<file path="src/rtl/act_lut_loader.sv">
// Activation LUT loader: streams 2**ADDR_W+1 signed entries into a table and then serves segment reads.
// Latency: a read returns tbl[address] and tbl[address+1] one cycle after rd_en; table_ok rises the cycle after the final word.
// Backpressure: wr_ready is high only while loading (or checking); reads outside READY return zeros with rd_valid low.
// Optional: define ACT_LUT_CHECKSUM_EN to require a trailing modulo-256 checksum word after the table words.
module act_lut_loader #(
  parameter int DATA_W = 8,
  parameter int ADDR_W = 4
) (
  input  logic              clk,
  input  logic              rst,
  input  logic              start,
  input  logic              wr_valid,
  input  logic [DATA_W-1:0] wr_data,
  output logic              wr_ready,
  input  logic              rd_en,
  input  logic [ADDR_W-1:0] address,
  output logic [DATA_W-1:0] base,
  output logic [DATA_W-1:0] next_data,
  output logic              rd_valid,
  output logic              table_ok,
  output logic              busy,
  output logic              error
);

  localparam int DEPTH = (1 << ADDR_W) + 1;
  // Index of the final table entry; the transfer landing here ends the load.
  localparam logic [ADDR_W:0] LAST = {1'b1, {ADDR_W{1'b0}}};

  typedef enum logic [2:0] {
    S_IDLE,
    S_LOAD,
`ifdef ACT_LUT_CHECKSUM_EN
    S_CHECK,
`endif
    S_READY,
    S_FAIL
  } state_t;

  state_t            state;
  logic [ADDR_W:0]   count;
  logic [DATA_W-1:0] tbl [DEPTH];

  logic              wr_fire;
  logic              load_wr;
  logic [ADDR_W:0]   rd_idx;
  logic [ADDR_W:0]   rd_idx_n;

  assign wr_fire  = wr_valid & wr_ready;
  // start wins over a coincident handshake, so that word never reaches the table.
  assign load_wr  = (state == S_LOAD) && wr_fire && !start && !rst;
  assign rd_idx   = {1'b0, address};
  assign rd_idx_n = rd_idx + (ADDR_W+1)'(1);

`ifdef ACT_LUT_CHECKSUM_EN
  logic [7:0] csum;
  logic [7:0] wr_byte;
  // Checksum is taken over the sign-extended word, truncated to 8 bits.
  assign wr_byte = 8'(signed'(wr_data));
`else
  assign error = 1'b0;
`endif

  // Table storage: written only by accepted LOAD words, never reset.
  always_ff @(posedge clk) begin
    if (load_wr) begin
      tbl[count] <= wr_data;
    end
  end

  // Control FSM with registered status outputs; rst beats start, start beats everything else.
  always_ff @(posedge clk) begin
    if (rst) begin
      state    <= S_IDLE;
      count    <= '0;
      table_ok <= 1'b0;
      busy     <= 1'b0;
      wr_ready <= 1'b0;
`ifdef ACT_LUT_CHECKSUM_EN
      csum     <= '0;
      error    <= 1'b0;
`endif
    end else if (start) begin
      state    <= S_LOAD;
      count    <= '0;
      table_ok <= 1'b0;
      busy     <= 1'b1;
      wr_ready <= 1'b1;
`ifdef ACT_LUT_CHECKSUM_EN
      csum     <= '0;
      error    <= 1'b0;
`endif
    end else begin
      case (state)
        S_LOAD: begin
          if (wr_fire) begin
            count <= count + (ADDR_W+1)'(1);
`ifdef ACT_LUT_CHECKSUM_EN
            csum  <= csum + wr_byte;
`endif
            if (count == LAST) begin
`ifdef ACT_LUT_CHECKSUM_EN
              state    <= S_CHECK;
`else
              state    <= S_READY;
              table_ok <= 1'b1;
              busy     <= 1'b0;
              wr_ready <= 1'b0;
`endif
            end
          end
        end
`ifdef ACT_LUT_CHECKSUM_EN
        S_CHECK: begin
          if (wr_fire) begin
            busy     <= 1'b0;
            wr_ready <= 1'b0;
            if (wr_byte == csum) begin
              state    <= S_READY;
              table_ok <= 1'b1;
            end else begin
              state <= S_FAIL;
              error <= 1'b1;
            end
          end
        end
`endif
        default: begin
          // IDLE, READY and FAIL hold until start or rst.
        end
      endcase
    end
  end

  // Read port: one-cycle registered lookup of a segment's two endpoints.
  always_ff @(posedge clk) begin
    if (rst) begin
      rd_valid  <= 1'b0;
      base      <= '0;
      next_data <= '0;
    end else if (rd_en) begin
      if (state == S_READY) begin
        rd_valid  <= 1'b1;
        base      <= tbl[rd_idx];
        next_data <= tbl[rd_idx_n];
      end else begin
        rd_valid  <= 1'b0;
        base      <= '0;
        next_data <= '0;
      end
    end else begin
      rd_valid <= 1'b0;
    end
  end

endmodule

</file>
<file path="config.mk">
export PLATFORM = sky130hd
export DESIGN_NAME = act_lut_loader
export DESIGN_NICKNAME = d
export VERILOG_FILES = /design/src/rtl/act_lut_loader.sv
export SDC_FILE = /design/constraint.sdc
export NUM_CORES = 1
export LEC_CHECK = 0
export CAP_MARGIN = 10
export CORE_AREA = 2 2 120 122
export CTS_CLUSTER_DIAMETER = 60
export DETAILED_ROUTE_END_ITERATION = 6
export DIE_AREA = 0 0 122 124
export PLACE_DENSITY = 0.75
export SLEW_MARGIN = 20
export SYNTH_ARGS = -nofsm -noshare
export SYNTH_HDL_FRONTEND = slang
export SYNTH_SLANG_ARGS = --single-unit
</file>
<file path="constraint.sdc">
create_clock -name clk -period 2 [get_ports clk]
set_input_delay 0.4 -clock clk [delete_from_list [all_inputs] [get_ports clk]]
set_output_delay 0.4 -clock clk [all_outputs]
set_load 0.01 [all_outputs]
</file>
# After elaboration in Yosys (flattened, before gate mapping)
# Memory sizes are Yosys's and may differ from the RTL's.
# Index checks and enable logic that the tools add are counted.
[word_totals] regBits=25 ramBits=136 output_inout_bits=21 mem_count=1
[classes] n_addsub=2 n_eq_ne=3 n_mux=13 bitwise=2 reduce_logical=13
[mem_list] name="tbl" depth=17 word_bits=8 read_ports=2 rd_ports_with_merged_regs=0 write_ports=1 line="41" rtl="logic [DATA_W-1:0] tbl [DEPTH];"
[op_table] operator="8-bit two-way mux" n=2
[op_table] operator="1-bit two-way mux" n=11
[op_table] operator="3-bit AND reduction" n=2
[op_table] operator="2-bit nonzero test" n=3
[op_table] operator="4-bit by 1-bit adder with 5-bit output (second input constant)" n=1
[op_table] operator="5-bit by 1-bit adder with 5-bit output (second input constant)" n=1
[op_table] operator="5-bit equality test (second input constant)" n=1
[op_table] operator="2-bit OR reduction" n=2
[op_table] operator="1-bit logical AND" n=3
[op_table] operator="2-bit by 1-bit equality test with 1-bit output (second input constant)" n=1
[op_table] operator="2-bit equality test (second input constant)" n=1
[op_table] operator="1-bit logical NOT" n=2
[op_table] operator="2-bit AND reduction" n=1
[op_table] operator="1-bit AND" n=1
[op_table] operator="1-bit inverter" n=1

# Longest topological paths before layout
# Gate-level depths: netlist of the first run.
[logic_depth] depth_word=6 depth_mapped=8 mapped_depth_nobuf=5

# Worst setup path after synthesis of the first run
# No wires, ideal clock.
[synth_path] path_type="input to register" startpoint="in address[0]" endpoint="reg next_data[2]" setup_ns=0.128 t_arrival_ns=1.810 required_ns=1.872 path_slack_ns=0.061 path_stages=7 n_path_buf=2 path_cell_list="ha_1 > buf_4 > buf_4 > mux4_2 > mux2i_1 > and3_1 > a31oi_1"
[synth_between] elab_chain_cells=3
[synth_lines] item="start, declared" line="16" rtl="input logic [ADDR_W-1:0] address,"
[synth_lines] item="4-bit by 1-bit adder with 5-bit output" line="52" rtl="assign rd_idx_n = rd_idx + (ADDR_W+1)'(1);"
[synth_lines] item="memory 17 x 8 bit"
[synth_lines] item="8-bit two-way mux" line="141" rtl="if (state == S_READY) begin"
[synth_lines] item="end signal, assigned" line="144" rtl="next_data <= tbl[rd_idx_n];"
[synth_lines] item="end, declared" line="18" rtl="output logic [DATA_W-1:0] next_data,"
# No other way between the ends.
# A chain may end at the register's enable or synchronous reset.

==> results of run 1 <==
how the worst min path moves through the flow:
stage          cells after the start  startpoint       end
2_1_floorplan                      1         rst  state[0]
3_3_place_gp                       1     base[4]   base[4]
3_5_place_dp                       1     base[3]   base[3]
4_1_cts                            1     base[1]   base[1]
5_1_grt                            1     base[3]   base[3]
6_report                           1     base[1]   base[1]
power groups by stage:
stage | combinational [mW] | clock (mW) | sequential [mW]
finish | 0.650 | 3.64 | 3.62
CTS | 0.592 | 3.68 | 3.62
global placement | 0.563 | 0 | 3.69
global route | 0.690 | 3.81 | 3.62
detailed placement | 0.570 | 0 | 3.69
floorplan | 0.375 | 0 | 3.69
cell type report:
type | count | area, µm² | area share [%]
clock buffers | 18 | 429 | 4.69
well taps | 180 | 225 | 2.46
flip-flops and latches | 160 | 4560 | 49.9
clock inverters | 14 | 239 | 2.61
inverters | 3 | 11.3 | 0.123
multi-input cells | 210 | 2540 | 27.8
repair buffers | 123 | 1130 | 12.4
metrics by stage:
step / util, % / setup slack, ps / area, µm²
2_1_floorplan: - / 61.3 / 7320
3_3_place_gp: 60.6 / -503 / 8320
3_5_place_dp: 60.6 / -550 / 8320
4_1_cts: 65.7 / -3.94 / 9020
5_1_grt: 66.7 / 19.1 / 9150
6_report: 66.7 / 76.4 / 9150
flip-flops by register name, indices dropped and copies added, names as in the netlist:
register and count:
tbl 136, base 8, next_data 8, count 5, state 2, rd_valid 1
cells by family (layout without fill, tap and decap cells):
logic type / count (synthesis) / after routing / synth area share [%]
other: 1 / 1 / 0.0512
xor gates and xnor gates: 6 / 6 / 0.923
muxes: 88 / 88 / 23.7
buffers and inverters: 33 / 158 / 3.28
adders and majority gates: 5 / 5 / 0.854
AOI/OAI and AO/OA: 44 / 44 / 4.27
DFF: 160 / 160 / 62.3
and+or+nand+nor: 66 / 66 / 4.58
per-layer routing:
metal	share of wire (%)	wire (µm)
met1	37	7010
met2	51	9670
met3	9.1	1740
met4	3.3	620
met5	0	0
cell usage in the layout, fill, tap and decap left out, drive strengths merged, types with 3 or more instances in the layout:
cell type and count:
edfxtp 136, buf 86, mux4 64, clkdlybuf4s50 34
dfxtp 24, nor2 24, mux2i 24, clkbuf 20
nand2 17, and3 9, a21o 9, a32oi 8
a22oi 8, a31oi 8, o22ai 8, bufinv 6
clkinv 6, ha 5, xor2 4, inv 3
worst register-to-register path: cells and delay by family (launching register included):
family	cells	cell delay, ps
simple gates	2	1020
flops	1	350
compound gates	2	430
repair_timing:
action | 4_1_cts | 5_1_grt
endpoints found under the setup margin | 7 | 12
setup buffers | 2 | 8
gates resized for setup | 3 | 2
hold buffers | 0 | 0
cloned | 0 | 2
pin swaps | 0 | 1
==> metrics.csv, run 1 <==
metric;value;unit
outcome;finished, final reports clean;
Total Routing Usage GR;26.8;%
total setup violations reported at the end of the flow;0;
Initial Util;53.4;%
DRT antenna net count;0;
reg-to-reg critical path endpoint;next_data[0];
final number of hold-violating endpoints;0;
destination of the critical timing path;next_data[0];
share of synthesized area occupied by flip-flops and latches;62.3;%
switching power as a share of total power;20.2;%
routed via count;4555;
number of sinks driven by the clock tree;160;
relative max-transition margin;48.5;%
unrepaired setup endpoints after global routing;false;
gate count of the mapped netlist;403;
startpoint-to-endpoint class of the critical path;in2reg;
Pre-Repair DR Iteration Count;5;
number of rows created at floorplan;43;
Area contributors post-synth;edfxtp_1 56%, mux4_2 15%, dfxtp_1 6.6%;
total placed cells including tap cells;664;
shortest clock period the worst path allows after layout;1920;ps
critical path peak fanout;8;
max-capacitance violation count;0;
number of buffer cells added on primary ports;36;
relative area change from synthesis to final layout;24.9;%
TritonCTS clock tree;yes;
total gr overflow;0;
insertion delay of the later-clocked pin in the worst-skew pair;430;ps
Antenna Cells;0;
Worst path max stage delay;650;ps
Final Hold Slack;455;ps
cell with the largest stage delay on the worst path;nor2b_1;
global placer's final weighted congestion;0.856;
setup slack of the worst register-to-register path;120;ps
predominant post-synthesis flop cell;edfxtp_1;
max frequency;0.520;GHz
Static Leakage;3.29;nW
placed wire-length estimate;12.4;mm
async set or reset register ratio after synthesis;0;%
clock buffer count from CTS;17;
Logic pwr share;8.2;%
warning count from the yosys run;0;
most used routing layer in global routing;met2;
register clock-pin slew on the reported worst setup and hold paths;60;ps
detailed router's first-iteration violation count;502;
Worst VDD drop;0.595;mV
Synth area leader;edfxtp_1;
number of antenna violations at the first check in global routing;0;
routed length per instance;26.9;µm
largest net degree at the start of global routing;22;
CP Buf/Inv Count;1;
first-pass GRT wire length;27.9;mm
Crit path depth;5;
global routing usage on met1;34.0;%
register bit count reported by yosys;160;
number of fill cells;887;
startpoint of the most critical setup path;rst;
Final TNS setup;0;ps
vertical die dimension;124;µm
Post-Route WL;19.0;mm
met2 track utilization from global routing;44.1;%
Data arrival, critical path;2270;ps
mean number of vias per cell;6.43;
Post-Syn Area;0.00732;mm²
Post-Syn Nets;425;
maximum level of the CTS H-tree;4;
sequential share of power;45.8;%
most numerous cell in the Yosys netlist;edfxtp_1;
clock root buffer;clkbuf_16;
Power Total;7.92;mW
startpoint of the worst register-to-register path;state[0];
CP startpoint kind;primary input;
I/O pins;38;
dominant delay contributor by cell family on the critical path;simple AND/OR/NAND/NOR gates;
number of nets in the finished design;537;
Clock Skews;5.32;ps
clk buf depth;2;
number of enable-type register cells in the synthesized netlist;136;
class of the worst hold path;reg2reg;
share of the clock period used by the worst path;96.2;%
via count of the first global-routing pass;4583;
clock network power share;46.0;%
final cell count without fillers;708;
Max Slew Vio Count;0;
met3 demand-to-capacity share in global routing;5.86;%
fraction of layout instances using a drive strength above 1;33.5;%
Tightest Pin Transition;771;ps
die boundary width;122;µm
CP Cell Sequence;clkdlybuf4s50_1, and4bb_2, nor2b_1, a22oi_1, a31oi_1;
cells on worst reg2reg path;4;
core box area;0.0137;mm²
Total Die Area;0.0151;mm²
Yosys top cell area share;55.8;%
post-detailed-route DRC marker count;0;
Yosys cell types;43;
required time reported for the critical path endpoint;2350;ps
cell area power density;866;mW/mm²
sort of element at the end of the critical path;flip-flop;
most numerous cell types in the synthesized netlist;136 x edfxtp_1, 49 x mux4_2, 24 x dfxtp_1, 24 x mux2i_1, 24 x nor2_1;
internal power;6.32;mW
average size of a mapped cell;18.2;µm²
total net switching power;1.60;mW
No activity file was read; power rests on OpenSTA's default activity.
==> run 2: changes to the inputs <==
--- a/constraint.sdc
+++ b/constraint.sdc
@@ -3,2 +3,2 @@
 set_output_delay 0.4 -clock clk [all_outputs]
-set_load 0.01 [all_outputs]
+set_load 0.1 [all_outputs]
==> metrics.csv, run 2 (synthesis gave the netlist of run 1 again) <==
metric;value;unit
Data arrival, critical path;2120;ps
first-pass GRT wire length;26.7;mm
DRT antenna net count;0;
Post-Route WL;17.9;mm
number of fill cells;927;
number of rows created at floorplan;43;
Total Die Area;0.0151;mm²
clk buf depth;2;
most used cells in the layout excluding fill and tap cells;136 x edfxtp_1, 96 x buf_4, 49 x mux4_2, 24 x mux2i_1, 22 x dfxtp_1;
Max Slew Vio Count;0;
Layout Utilization;65.7;%
Antenna Cells;0;
shortest clock period the worst path allows after layout;1980;ps
clock buffer count from CTS;17;
FF/Latch Area;0.00457;mm²
max frequency;0.505;GHz
routed length per instance;25.4;µm
core box area;0.0137;mm²
critical path peak fanout;5;
post-detailed-route DRC marker count;0;
fraction of layout instances using a drive strength above 1;38.0;%
I/O pins;38;
final number of hold-violating endpoints;0;
max-capacitance violation count;0;
most frequent standard cell in the layout excluding fill and tap cells;edfxtp_1;
area occupied by multi-input gates;0.00255;mm²
maximum level of the CTS H-tree;4;
TritonCTS clock tree;yes;
number of buffer cells added on primary ports;36;
via count of the first global-routing pass;4435;
Power Total;7.54;mW
largest registers ranked by flip-flop count;tbl x136, base x8, next_data x8;
clock root buffer;clkbuf_16;
insertion delay of the later-clocked pin in the worst-skew pair;440;ps
launch instance of the worst min-delay path;base[5];
max FFs per register;136;
register with the most flip-flops;tbl;
startpoint-to-endpoint class of the critical path;in2reg;
switching power as a share of total power;21.6;%
cell area power density;836;mW/mm²
mean number of vias per cell;6.27;
detailed router's first-iteration violation count;498;
Pre-Repair DR Iteration Count;5;
largest net degree at the start of global routing;23;
startpoint of the worst register-to-register path;state[0];
number of antenna violations at the first check in global routing;0;
register clock-pin slew on the reported worst setup and hold paths;60;ps
number of nets in the finished design;535;
die boundary width;122;µm
startpoint of the most critical setup path;rst;
sequential share of power;48.1;%
Clock Skews;15.6;ps
total of hold buffers inserted after clock tree synthesis;0;
internal power;5.91;mW
number of sinks driven by the clock tree;160;
sort of element at the end of the critical path;flip-flop;
total net switching power;1.63;mW
share of the clock period used by the worst path;98.9;%
Tightest Pin Transition;745;ps
routed via count;4426;
global placer's final weighted congestion;0.843;
Worst VDD drop;0.501;mV
CP startpoint kind;primary input;
total gr overflow;0;
placed wire-length estimate;12.3;mm
Logic pwr share;8.5;%
relative area change from synthesis to final layout;23.0;%
Static Leakage;3.30;nW
required time reported for the critical path endpoint;2140;ps
total setup violations reported at the end of the flow;0;
vertical die dimension;124;µm
class of the worst hold path;reg2reg;
outcome;finished, final reports clean;
clock network power share;43.4;%
Initial Util;53.4;%
Total Routing Usage GR;25.5;%
relative max-transition margin;50.3;%
[run 2: power by group through the flow]
stage / sequential (mW) / clock (mW) / combinational (mW)
6_report: 3.62 / 3.27 / 0.640
3_3_place_gp: 3.69 / 0 / 0.595
5_1_grt: 3.62 / 3.43 / 0.677
2_1_floorplan: 3.70 / 0 / 0.392
4_1_cts: 3.62 / 3.30 / 0.641
3_5_place_dp: 3.69 / 0 / 0.608
[run 2: area by class of cell]
class                      instances  area share, %
clock buffer                      17           4.72
clock inverter                    15           1.85
inverter                           3          0.125
multi-input combinational        210           28.3
sequential                       160           50.7
tap                              180           2.50
timing repair buffer             121           11.8
[run 2: repair_timing]
| item | 4_1_cts | 5_1_grt |
|---|---|---|
| buffers inserted | 2 | 0 |
| gates cloned | 1 | 0 |
| pin swaps | 1 | 0 |
| setup endpoints to repair | 1 | 36 |
| gates resized for setup | 2 | 6 |
[run 2: worst paths after layout]
kind	to	slack (ps)	cells after the start
worst max-delay path	tbl[11][1]	20	6
worst min-delay path	base[5]	460	1
worst min register to register	base[5]	460	1
worst max register to register	base[4]	270	5
[run 2: worst max-delay path, cell delays in order]
cell	delay (ps)
clkdlybuf4s50_1	480
or2_2	320
nor2_1	230
nand2_1	180
nor2_1	280
buf_4	230
[run 2: metal layers]
layer | vias up | global-route usage (%) | share of wire (%)
met5 | - | 0 | 0
met4 | 0 | 11.2 | 2.9
met3 | 40 | 5.54 | 7.0
met2 | 217 | 42.1 | 51
met1 | 2273 | 33.0 | 39
li1 | 1896 | - | -
[run 2: metrics by stage]
step	instance area (µm²)	setup TNS [ps]	worst slack, ps	std cells	hold WS, ps
after floorplan	7330	0	4.02	403	462
after global placement	8350	-39760	-428	671	434
after detailed placement	8350	-44240	-481	671	445
after CTS	9000	0	35.0	706	459
after global routing	9010	-18.5	-6.72	706	476
final	9010	0	21.0	706	462
==> variant: new RTL, settings of run 1 <==
The option `ACT_LUT_CHECKSUM_EN` is turned on by a define.
--- a/src/rtl/act_lut_loader.sv
+++ b/src/rtl/act_lut_loader.sv
@@ -2,6 +2,8 @@
 // Latency: a read returns tbl[address] and tbl[address+1] one cycle after rd_en; table_ok rises the cycle after the final word.
 // Backpressure: wr_ready is high only while loading (or checking); reads outside READY return zeros with rd_valid low.
 // Optional: define ACT_LUT_CHECKSUM_EN to require a trailing modulo-256 checksum word after the table words.
+`define ACT_LUT_CHECKSUM_EN
+
 module act_lut_loader #(
   parameter int DATA_W = 8,
   parameter int ADDR_W = 4
Formal check against the unedited RTL: same outputs for any inputs over 10 cycles, from zero or initial values and one cycle with rst high; that may be too few to reach the edited logic, so the function may still have changed.
==> variant against run 1 <==
- worst setup slack got worse by 0.0070 ns
- count of clock-buffer cells in the layout unchanged
- clock power decreased by 8.2%
- die area unchanged
- area after synthesis rose by 6.8%
- maximum frequency fell by 0.36%
- cell area grew 5.1%
- register-to-register slack improved by 0.06 ns
- sequential cell count rose by 12
- power down 0.75%
- wire length is 0.22% lower
- synthesized cell count up 14%
- combinational power up 0.9%
==> variant: results (changes against run 1) <==
Placement
  – I/O Buffers: 37 (+2.8%)
  – Post-DP HPWL: 13240 microns (+7.1%)
  – Placed Instance Area: 8967 sq um (+7.8%)
  – Placer Congestion: 0.8800 (+2.8%)
  – Worst slack, placed: -0.5090 ns (+0.04142 ns)

Synthesis
  – Mux share of post-synthesis cell area: 22.93% (-0.80 points)
  – Syn nets: 488 (+15%)
  – Commonest cells post-synth: 136 x edfxtp_1, 69 x mux4_2, 43 x nor2_1, 36 x dfxtp_1, 18 x nand2_1
  – Adder and majority gate portion of the synthesized area: 2.176% (+1.3 points)
  – Complex-gate fraction of the synthesized area: 4.720% (+0.45 points)
  – Sequential cell area fraction in the yosys report: 61.44% (-0.88 points)
  – Synth area leaders: edfxtp_1 52%, mux4_2 20%, dfxtp_1 9.2%
  – Synth Area in XOR/XNOR: 0.9920% (+0.070 points)

STA
  – Skew final: 0.009959 ns (+0.004641 ns)
  – Slew HR: 54.24% (+5.8 points)

Hold path
  – Hold path cells: 2 (+1)

Route
  – Met1 wire length: 7461 microns (+6.5%)
  – Detailed Route Iter0 Violations: 577 (+15%)
  – First-pass DRT Iterations: 7 (+2)
  – Met2 Wirelength: 9381 microns (-3.0%)
  – Via count: 4882 (+7.2%)
  – Top sig layer: met4
  – Metal3 WL: 1926 microns (+11%)
  – Wire length per cell: 24.81 microns (-7.8%)

Run status
  – Outcome: finished, final reports clean

GRT
  – Tot GR Track Use: 26.81% (+0.052 points)
  – First-pass GRT wire length: 28740 microns (+2.8%)
  – Largest net degree at the start of global routing: 38 (+73%)
  – Vias in the first global route: 4918 (+7.3%)

Finish
  – Nets: 603 (+12%)
  – Layout cell share with drive strength beyond 1: 33.45% (-0.076 points)

Worst setup path
  – Max stage delay on crit path: 0.42 ns (-0.23 ns)
  – Max FO, Critical Path: 18 (+10)
  – FF-to-FF path depth: 7 (+3)
  – CP delay by family, top: compound AO/OA/AOI/OAI gates
  – Worst path slowest cell: clkdlybuf4s50_1

Pwr
  – Maximum vdd ir drop: 588.7 uV (-1.0%)
  – LEAKAGE: 3.306 nW (+0.39%)

Clocking
  – Post-CTS setup buffer count: 0 (-2)
[variant: cell types whose count changed in the layout (fill, tap and decap cells not counted), moves of 9 or more]
cell / before / now
mux4_2: 49 / 69
dfxtp_1: 24 / 36
nor2_1: 23 / 42
a21o_1: 9 / 0
mux4_1: 15 / 3
[variant: final timing paths]
kind	start	endpoint	slack, ns
setup / recovery	wr_data[6]	csum[7]	0.07
hold / removal	csum[2]	csum[2]	0.46
setup reg to reg	busy	tbl[14][7]	0.18
hold reg to reg	csum[2]	csum[2]	0.46
[variant: final cells by class]
class                           instances  area [sq um]
Clock buffer                           18         429.2
Clock inverter                         14         168.9
Fill cell                             843          4105
Inverter                                6         22.52
Multi-Input combinational cell        253          2869
Sequential cell                       172          4805
Tap cell                              180         225.2
Timing Repair Buffer                  123          1095
[variant: timing repair]
action	4_1_cts	5_1_grt
endpoints found under the setup margin	12	19
gates resized for setup	1	12
pin swaps	0	2
[variant: stage by stage]
stage	setup TNS (ns)	hold WS, ns	utilization (%)	instances	power, mW
floorplan	-12.96	0.4356	-	458	4.315
global placement	-27.51	0.4442	65.36	734	4.556
detailed placement	-37.34	0.4584	65.36	734	4.578
CTS	-0.3779	0.4672	69.75	766	7.877
global route	-0.08285	0.4818	70.08	766	8.053
finish	0	0.4635	70.08	766	7.858
[variant: routing by layer]
metal	up-vias	global-route usage, %
met5	-	0
met1	2491	36.18
met3	22	7.921
li1	2099	-
met4	0	8.046
met2	270	42.84
[variant: worst register-to-register path, delay by kind of cell, from the launching register on]
family                 cells  cell delay (ns)
and+or+nand+nor            5             0.83
DFF                        1             0.37
buffers and inverters      2             0.34
[variant: power breakdown]
group          total (mW)  switching (mW)  internal [mW]
Clock                3.34            1.38           1.96
Combinational       0.656           0.305          0.351
Sequential           3.86         0.00517           3.86
Total                7.86            1.69           6.17
